`config.mk`:
```
export PLATFORM = sky130hd
export DESIGN_NAME = hack_cpu_ctrl_flat
export DESIGN_NICKNAME = d
export VERILOG_FILES = /design/src/rtl/hack_pkg.sv /design/src/rtl/hack_cpu_ctrl_if.sv /design/src/rtl/hack_pc.sv /design/src/rtl/hack_cpu_ctrl.sv /design/src/flat_wrapper.sv
export SDC_FILE = /design/constraint.sdc
export NUM_CORES = 1
export LEC_CHECK = 0
export ABC_CLOCK_PERIOD_IN_PS = 2350
export CAP_MARGIN = 20
export CORE_UTILIZATION = 40
export DETAILED_ROUTE_END_ITERATION = 16
export MAX_ROUTING_LAYER = met4
export PLACE_DENSITY = 0.85
export REMOVE_ABC_BUFFERS = 1
export SLEW_MARGIN = 20
export SYNTH_ARGS = -nofsm -noshare
export SYNTH_HDL_FRONTEND = slang
export SYNTH_SLANG_ARGS = --single-unit
```
`constraint.sdc`:
```
create_clock -name clk -period 2.35 [get_ports clk]
set_input_delay 0.3525 -clock clk [delete_from_list [all_inputs] [get_ports clk]]
set_output_delay 0.3525 -clock clk [all_outputs]
set_load 0.01 [all_outputs]
```
`src/rtl/hack_pkg.sv`:
```
// Shared Hack CPU definitions: instruction field positions, common comp codes
// and the decoded-instruction view used by the control stage.
package hack_pkg;

    localparam int unsigned PC_W     = 15;
    localparam int unsigned DATA_W   = 16;

    localparam int unsigned TYPE_BIT = 15;
    localparam int unsigned A_BIT    = 12;
    localparam int unsigned C_MSB    = 11;
    localparam int unsigned C_LSB    = 6;
    localparam int unsigned D_MSB    = 5;
    localparam int unsigned D_LSB    = 3;
    localparam int unsigned J_MSB    = 2;
    localparam int unsigned J_LSB    = 0;

    localparam logic [5:0] COMP_ZERO   = 6'b101010;
    localparam logic [5:0] COMP_ONE    = 6'b111111;
    localparam logic [5:0] COMP_D      = 6'b001100;
    localparam logic [5:0] COMP_DPLUSA = 6'b000010;

    typedef struct packed {
        logic zx;
        logic nx;
        logic zy;
        logic ny;
        logic f;
        logic no;
    } alu_ctrl_t;

    typedef struct packed {
        logic a;
        logic d;
        logic m;
    } dest_t;

    typedef struct packed {
        logic        is_c;
        logic [14:0] imm;
        logic        a;
        alu_ctrl_t   c;
        dest_t       dst;
        logic [2:0]  j;
    } dec_t;

    function automatic dec_t decode(input logic [DATA_W-1:0] inst);
        dec_t d;
        d.is_c = inst[TYPE_BIT];
        d.imm  = inst[14:0];
        d.a    = inst[A_BIT];
        d.c    = alu_ctrl_t'(inst[C_MSB:C_LSB]);
        d.dst  = dest_t'(inst[D_MSB:D_LSB]);
        d.j    = inst[J_MSB:J_LSB];
        return d;
    endfunction

    // j = {lt, eq, gt}
    function automatic logic jump_cond(input logic [2:0] j, input logic zr, input logic ng);
        return (j[2] & ng) | (j[1] & zr) | (j[0] & ~ng & ~zr);
    endfunction

endpackage

```
`src/rtl/hack_cpu_ctrl_if.sv`:
```
// Bundle between the Hack control stage and its surroundings: ROM fetch,
// the external combinational ALU and the asynchronous-read data RAM.
interface hack_cpu_ctrl_if #(
    parameter int unsigned PC_W = hack_pkg::PC_W
);
    logic [15:0]     instruction;
    logic            inst_valid;
    logic [PC_W-1:0] pc;

    logic [15:0]     alu_x;
    logic [15:0]     alu_y;
    logic            alu_zx;
    logic            alu_nx;
    logic            alu_zy;
    logic            alu_ny;
    logic            alu_f;
    logic            alu_no;
    logic [15:0]     alu_out;
    logic            alu_zr;
    logic            alu_ng;

    logic [15:0]     inM;
    logic [15:0]     outM;
    logic            writeM;
    logic [PC_W-1:0] addressM;

    modport master (
        input  instruction, inst_valid, alu_out, alu_zr, alu_ng, inM,
        output pc, alu_x, alu_y, alu_zx, alu_nx, alu_zy, alu_ny, alu_f, alu_no,
               outM, writeM, addressM
    );

    modport slave (
        output instruction, inst_valid, alu_out, alu_zr, alu_ng, inM,
        input  pc, alu_x, alu_y, alu_zx, alu_nx, alu_zy, alu_ny, alu_f, alu_no,
               outM, writeM, addressM
    );
endinterface

```
`src/rtl/hack_pc.sv`:
```
// Program counter: synchronous reset, then load, then increment, else hold.
module hack_pc #(
    parameter int unsigned PC_W = hack_pkg::PC_W
) (
    input  logic            clk,
    input  logic            reset,
    input  logic            load_i,
    input  logic            inc_i,
    input  logic [PC_W-1:0] load_val_i,
    output logic [PC_W-1:0] pc_o
);
    logic [PC_W-1:0] pc_q;
    logic [PC_W-1:0] pc_d;

    always_comb begin
        pc_d = pc_q;
        if (load_i) begin
            pc_d = load_val_i;
        end else if (inc_i) begin
            pc_d = pc_q + PC_W'(1);
        end
    end

    always_ff @(posedge clk) begin
        if (reset) begin
            pc_q <= '0;
        end else begin
            pc_q <= pc_d;
        end
    end

    assign pc_o = pc_q;

endmodule

```
`src/rtl/hack_cpu_ctrl.sv`:
```
// Hack CPU control/register stage: decodes one instruction per valid cycle,
// drives the external ALU and commits results to A, D, RAM and the PC.
module hack_cpu_ctrl #(
    parameter int unsigned PC_W = 15
) (
    input  logic             clk,
    input  logic             reset,
    hack_cpu_ctrl_if.master  bus
);
    import hack_pkg::*;

    dec_t            dec;
    alu_ctrl_t       ctrl;
    logic            take_jump;
    logic [15:0]     a_q;
    logic [15:0]     a_d;
    logic [15:0]     d_q;
    logic [15:0]     d_d;
    logic            pc_load;
    logic            pc_inc;
    logic [PC_W-1:0] pc_q;

    assign dec  = decode(bus.instruction);
    assign ctrl = dec.is_c ? dec.c : alu_ctrl_t'(6'b0);

    assign bus.alu_x  = d_q;
    assign bus.alu_y  = dec.a ? bus.inM : a_q;
    assign bus.alu_zx = ctrl.zx;
    assign bus.alu_nx = ctrl.nx;
    assign bus.alu_zy = ctrl.zy;
    assign bus.alu_ny = ctrl.ny;
    assign bus.alu_f  = ctrl.f;
    assign bus.alu_no = ctrl.no;

    // Address and jump target both use A as it stood before this instruction.
    assign bus.outM     = bus.alu_out;
    assign bus.addressM = a_q[PC_W-1:0];
    assign bus.writeM   = dec.is_c & dec.dst.m & bus.inst_valid & ~reset;
    assign bus.pc       = pc_q;

    assign take_jump = dec.is_c & jump_cond(dec.j, bus.alu_zr, bus.alu_ng);

    always_comb begin
        a_d     = a_q;
        d_d     = d_q;
        pc_load = 1'b0;
        pc_inc  = 1'b0;
        if (bus.inst_valid) begin
            if (!dec.is_c) begin
                a_d = {1'b0, dec.imm};
            end else begin
                if (dec.dst.a) a_d = bus.alu_out;
                if (dec.dst.d) d_d = bus.alu_out;
            end
            pc_load = take_jump;
            pc_inc  = ~take_jump;
        end
    end

    always_ff @(posedge clk) begin
        if (reset) begin
            a_q <= '0;
            d_q <= '0;
        end else begin
            a_q <= a_d;
            d_q <= d_d;
        end
    end

    hack_pc #(
        .PC_W (PC_W)
    ) u_pc (
        .clk        (clk),
        .reset      (reset),
        .load_i     (pc_load),
        .inc_i      (pc_inc),
        .load_val_i (a_q[PC_W-1:0]),
        .pc_o       (pc_q)
    );

endmodule

```
`src/flat_wrapper.sv`:
```
// flat-port wrapper written by rule: the top's interface ports become plain ports
module hack_cpu_ctrl_flat import hack_pkg::*;
#(
    parameter int unsigned PC_W = 15
)
  (clk, reset, bus_instruction, bus_inst_valid, bus_alu_out, bus_alu_zr, bus_alu_ng, bus_inM, bus_pc, bus_alu_x, bus_alu_y, bus_alu_zx, bus_alu_nx, bus_alu_zy, bus_alu_ny, bus_alu_f, bus_alu_no, bus_outM, bus_writeM, bus_addressM);
  hack_cpu_ctrl_if #(.PC_W(PC_W)) bus_i ();
  input  logic clk;
  input  logic reset;
  input wire logic [$bits(bus_i.instruction)-1:0] bus_instruction;
  input wire logic [$bits(bus_i.inst_valid)-1:0] bus_inst_valid;
  input wire logic [$bits(bus_i.alu_out)-1:0] bus_alu_out;
  input wire logic [$bits(bus_i.alu_zr)-1:0] bus_alu_zr;
  input wire logic [$bits(bus_i.alu_ng)-1:0] bus_alu_ng;
  input wire logic [$bits(bus_i.inM)-1:0] bus_inM;
  output wire logic [$bits(bus_i.pc)-1:0] bus_pc;
  output wire logic [$bits(bus_i.alu_x)-1:0] bus_alu_x;
  output wire logic [$bits(bus_i.alu_y)-1:0] bus_alu_y;
  output wire logic [$bits(bus_i.alu_zx)-1:0] bus_alu_zx;
  output wire logic [$bits(bus_i.alu_nx)-1:0] bus_alu_nx;
  output wire logic [$bits(bus_i.alu_zy)-1:0] bus_alu_zy;
  output wire logic [$bits(bus_i.alu_ny)-1:0] bus_alu_ny;
  output wire logic [$bits(bus_i.alu_f)-1:0] bus_alu_f;
  output wire logic [$bits(bus_i.alu_no)-1:0] bus_alu_no;
  output wire logic [$bits(bus_i.outM)-1:0] bus_outM;
  output wire logic [$bits(bus_i.writeM)-1:0] bus_writeM;
  output wire logic [$bits(bus_i.addressM)-1:0] bus_addressM;
  assign bus_i.instruction = bus_instruction;
  assign bus_i.inst_valid = bus_inst_valid;
  assign bus_i.alu_out = bus_alu_out;
  assign bus_i.alu_zr = bus_alu_zr;
  assign bus_i.alu_ng = bus_alu_ng;
  assign bus_i.inM = bus_inM;
  assign bus_pc = bus_i.pc;
  assign bus_alu_x = bus_i.alu_x;
  assign bus_alu_y = bus_i.alu_y;
  assign bus_alu_zx = bus_i.alu_zx;
  assign bus_alu_nx = bus_i.alu_nx;
  assign bus_alu_zy = bus_i.alu_zy;
  assign bus_alu_ny = bus_i.alu_ny;
  assign bus_alu_f = bus_i.alu_f;
  assign bus_alu_no = bus_i.alu_no;
  assign bus_outM = bus_i.outM;
  assign bus_writeM = bus_i.writeM;
  assign bus_addressM = bus_i.addressM;
  hack_cpu_ctrl #(.PC_W(PC_W)) u_core (.clk(clk), .reset(reset), .bus(bus_i));
endmodule
```
==> flow_summary.yaml <==
critical_path:
  r2r_slack_ns: 0.30
  startpoint: "bus_instruction[12]"
  worst_r2r_endpoint: "u_core.u_pc.pc_o[14]$_SDFFE_PP0P_"
  critical_path.reg2reg.startpoint: "u_core.u_pc.pc_o[0]$_SDFFE_PP0P_"
  cp_max_fo: 18
  worst_r2r_path_depth: 5
  timing.critical_path.slowest_cell_delay_ns: 0.51
  path_delay_family: "buffers and inverters"
  critPathLaunchType: "input pin"
  crit_path_cell_trace: "clkdlybuf4s50_1 -> buf_12 -> mux2_2 -> clkdlybuf4s50_1"
  end_kind: "output pin"
  cp.arrival_ns: 1.89
  critical_path.slowest_cell: "sky130_fd_sc_hd__clkdlybuf4s50_1"
  timing.critical_path.required_ns: 2.00
  critPathMostFrequentCell: "sky130_fd_sc_hd__clkdlybuf4s50_1"
  cp_num_cells: 4
  crit_type: "input pin to output pin"
  timing.critical_path.buf_inv: 3
detailed_routing:
  dr_total_vias: 2636
  postRouteAntennaNets: 0
  wl_per_cell_um: 15.84
  drt_first_iter_violations: 173
  detail_route.first_pass.iterations: 4
  routed_wl_mm: 7.823
  drc: 0
  route.detailed.vias_per_inst: 5.336
clock_tree:
  clock_insertion_delay_worst_skew_ns: 0.29
  ctsHtreeMaxLevel: 2
  max-clock-path-buffers: 2
  cts.sink_count: 47
  postCtsSetupBuffers: 0
  clkSlewWorstSetupHoldPaths_ns: 0.08
  cts_root_buffer: "sky130_fd_sc_hd__clkbuf_8"
  cts_made_buffers: 5
  number_of_hold_buffers_added_after_cts: 0
  cts_resized: 0
  cts_tree: "built"
power:
  logic_pwr_share_pct: 27.9
  pwr-share-seq_pct: 47.6
  p_clk_share_pct: 24.5
  vdd.ir_drop.worst_uv: 327.8
  pwr_density_cell_nw_per_um2: 469.2
  leakagePower_nw: 1.429
  switching_power_share_of_the_total_pct: 27.68
  p_int_mw: 1.338
  p_switching_uw: 512.4
global_route:
  globalRoute.totalOverflow: 0
  first_global_vias: 2528
  groute.layer.met2.usage_pct: 38.30
  grt_max_degree: 50
  grt_most_used_layer: "met2"
  grt_pass1_wl_mm: 12.88
  grt_util_met3_pct: 4.374
  grt_antenna_before_repair: 0
  gr-usage-all-layers_pct: 23.59
  grt_util_met1_pct: 30.61
final_layout:
  layout_cells_sized_above_1_pct: 7.914
  fin_cells: 494
  antenna-diode-count: 0
  syn_to_final_growth_pct: 50.93
  final_cell_area_um2: 3945
  final_nets: 472
floorplan:
  pin_count: 138
  width_of_the_die_um: 82.84
  start_util_pct: 41.40
  chipHeight_um: 82.84
  std_cell_rows: 29
  die-area_um2: 6862
  floorplan.core_area_um2: 6314
sta:
  slew_headroom_pct: 51.47
  finalCritPeriodShare_pct: 95.40
  setup_violations: 0
  worst_hold_slack_ns: 0.4564
  final.setup.tns_ns: 0
  max_clock_freq_ghz: 0.4461
  rsz0062_at_grt: "no"
  final_hold_viol_count: 0
  post_layout_minimum_cycle_time_ns: 2.242
  actual_slew_at_the_worst_max_slew_pin_ns: 0.7280
  fin_skew_ns: 0.006788
  final_max_slew_viol_count: 0
min_path:
  hold_depth: 2
  worst_hold_path_type: "flip-flop to flip-flop"
  whs_endpoint: "u_core.bus.alu_x[10]$_SDFFE_PP0P_"
  hold_path_startpoint: "u_core.bus.alu_x[10]$_SDFFE_PP0P_"
yosys:
  ys_ff_latch: 47
  synthSimpleGateAreaFrac_pct: 18.91
  post_synth_fa_ha_maj_area_fraction_pct: 0.4787
  yosys-mux-area-fraction_pct: 13.36
  synth-async-reset-ratio_pct: 0
  post_synth_xor_xnor_area_pct: 2.346
  synthDistinctLibCells: 40
  yosysSeqAreaShare_pct: 36.00
  synth.largest_area_cell: "sky130_fd_sc_hd__dfxtp_1"
  synth_cells: 316
  yosysWarningCount: 0
  ys_top_cells_by_area: "sky130_fd_sc_hd__dfxtp_1, sky130_fd_sc_hd__buf_4, sky130_fd_sc_hd__mux2i_1"
  synth_flop_cell: "sky130_fd_sc_hd__dfxtp_1"
  netlist_area_um2: 2614
  synth_enable_flop_cells: 0
  post_synth.cell_area_avg_um2: 8.271
  synth-compound-area-share_pct: 15.94
  synth_top_area_share_pct: 36.00
  dominant_combinational_cell_family_by_area_after_synthesis: "simple AND/OR/NAND/NOR gates"
place:
  post-dp-hpwl_mm: 5.832
  placed_cell_area_um2: 3872
  routabilityCongestion: 0.8237
  post-place-cells: 488
  buffer_ports.inserted: 137
outcome:
  run_status: "complete, no violations"
flow_run:
  cap_violations: 0
stage by stage:
stage / power, mW / worst slack [ns] / util, %
final: 1.851 / 0.1082 / 62.49
after global placement: 1.405 / 0.06246 / 61.34
after floorplan: 1.055 / 0.4002 / -
after detailed placement: 1.413 / 0.02590 / 61.34
after CTS: 1.857 / 0.1055 / 62.49
after global routing: 1.941 / 0.06286 / 62.49
worst max-delay path by stage:
stage,slack [ns],end
finish,0.11,bus_alu_y[10]
global route,0.06,bus_alu_y[14]
CTS,0.11,bus_alu_y[10]
detailed placement,0.03,u_core.u_pc.pc_o[13]$_SDFFE_PP0P_
global placement,0.06,u_core.u_pc.pc_o[13]$_SDFFE_PP0P_
floorplan,0.40,u_core.u_pc.pc_o[14]$_SDFFE_PP0P_
area by class of cell:
| type | count | area, um2 |
|---|---|---|
| flip-flops and latches | 47 | 940.9 |
| well taps | 77 | 96.34 |
| fillers | 539 | 2369 |
| multi-input cells | 211 | 1334 |
| repair buffers | 147 | 1479 |
| clock buffers | 6 | 72.57 |
| inverters | 6 | 22.52 |
logic make-up after synthesis:
logic type                 count (synthesis)
muxes                                     33
AOI/OAI and AO/OA                         63
adders and majority gates                  1
and+or+nand+nor                          107
xor gates and xnor gates                   7
buffers and inverters                     58
DFF                                       47
placed cells by master (no fill, tap or decap), types with 6 or more instances in the layout:
master / instances
sky130_fd_sc_hd__dfxtp_1: 47
sky130_fd_sc_hd__a211oi_1: 21
sky130_fd_sc_hd__mux2_2: 15
sky130_fd_sc_hd__mux2i_1: 18
sky130_fd_sc_hd__nor2_1: 23
sky130_fd_sc_hd__nand2_1: 46
sky130_fd_sc_hd__buf_4: 7
sky130_fd_sc_hd__a21oi_1: 22
sky130_fd_sc_hd__clkdlybuf4s50_1: 136
sky130_fd_sc_hd__and2_1: 6
Yosys cell counts, types with 3 or more instances:
master / instances
sky130_fd_sc_hd__dfxtp_1: 47
sky130_fd_sc_hd__nand2_1: 46
sky130_fd_sc_hd__buf_4: 31
sky130_fd_sc_hd__nor2_1: 23
sky130_fd_sc_hd__a21oi_1: 22
sky130_fd_sc_hd__a211oi_1: 21
sky130_fd_sc_hd__mux2i_1: 18
sky130_fd_sc_hd__clkbuf_1: 15
sky130_fd_sc_hd__mux2_2: 15
sky130_fd_sc_hd__and2_1: 6
sky130_fd_sc_hd__inv_1: 5
sky130_fd_sc_hd__nand3_1: 5
sky130_fd_sc_hd__nand4_1: 5
sky130_fd_sc_hd__buf_2: 4
sky130_fd_sc_hd__nor3_1: 4
sky130_fd_sc_hd__nor4_1: 4
sky130_fd_sc_hd__xnor2_1: 4
sky130_fd_sc_hd__a31oi_1: 3
sky130_fd_sc_hd__o21ai_0: 3
sky130_fd_sc_hd__or3_1: 3
sky130_fd_sc_hd__or4_1: 3
sky130_fd_sc_hd__xor2_1: 3
worst register-to-register path: cells and delay by family (launching register included):
family | cells | cell delay (ns)
and+or+nand+nor | 3 | 1.14
DFF | 1 | 0.44
adders and majority gates | 1 | 0.24
AOI/OAI and AO/OA | 1 | 0.16
per-layer routing:
| layer | wire length, um | up-vias | part of all wire [%] |
|---|---|---|---|
| met1 | 3420 | 1232 | 44 |
| met3 | 497 | 10 | 6.4 |
| met4 | 90 | 0 | 1.2 |
| met5 | 0 | - | 0 |
| met2 | 3814 | 107 | 49 |
| li1 | - | 1287 | - |
power groups by stage:
| stage | clock network (mW) | logic, mW | registers [mW] |
|---|---|---|---|
| finish | 0.454 | 0.516 | 0.881 |
| global route | 0.499 | 0.554 | 0.888 |
| CTS | 0.459 | 0.517 | 0.881 |
| detailed placement | 0 | 0.514 | 0.899 |
| global placement | 0 | 0.507 | 0.898 |
| floorplan | 0 | 0.148 | 0.907 |
sequential cells by signal, indices dropped and copies added, names as in the netlist:
| signal | count |
|---|---|
| u_core.u_pc.pc_o | 15 |
| u_core.a_q | 16 |
| u_core.bus.alu_x | 16 |
Note: power is estimated with default switching activity, not from simulation.
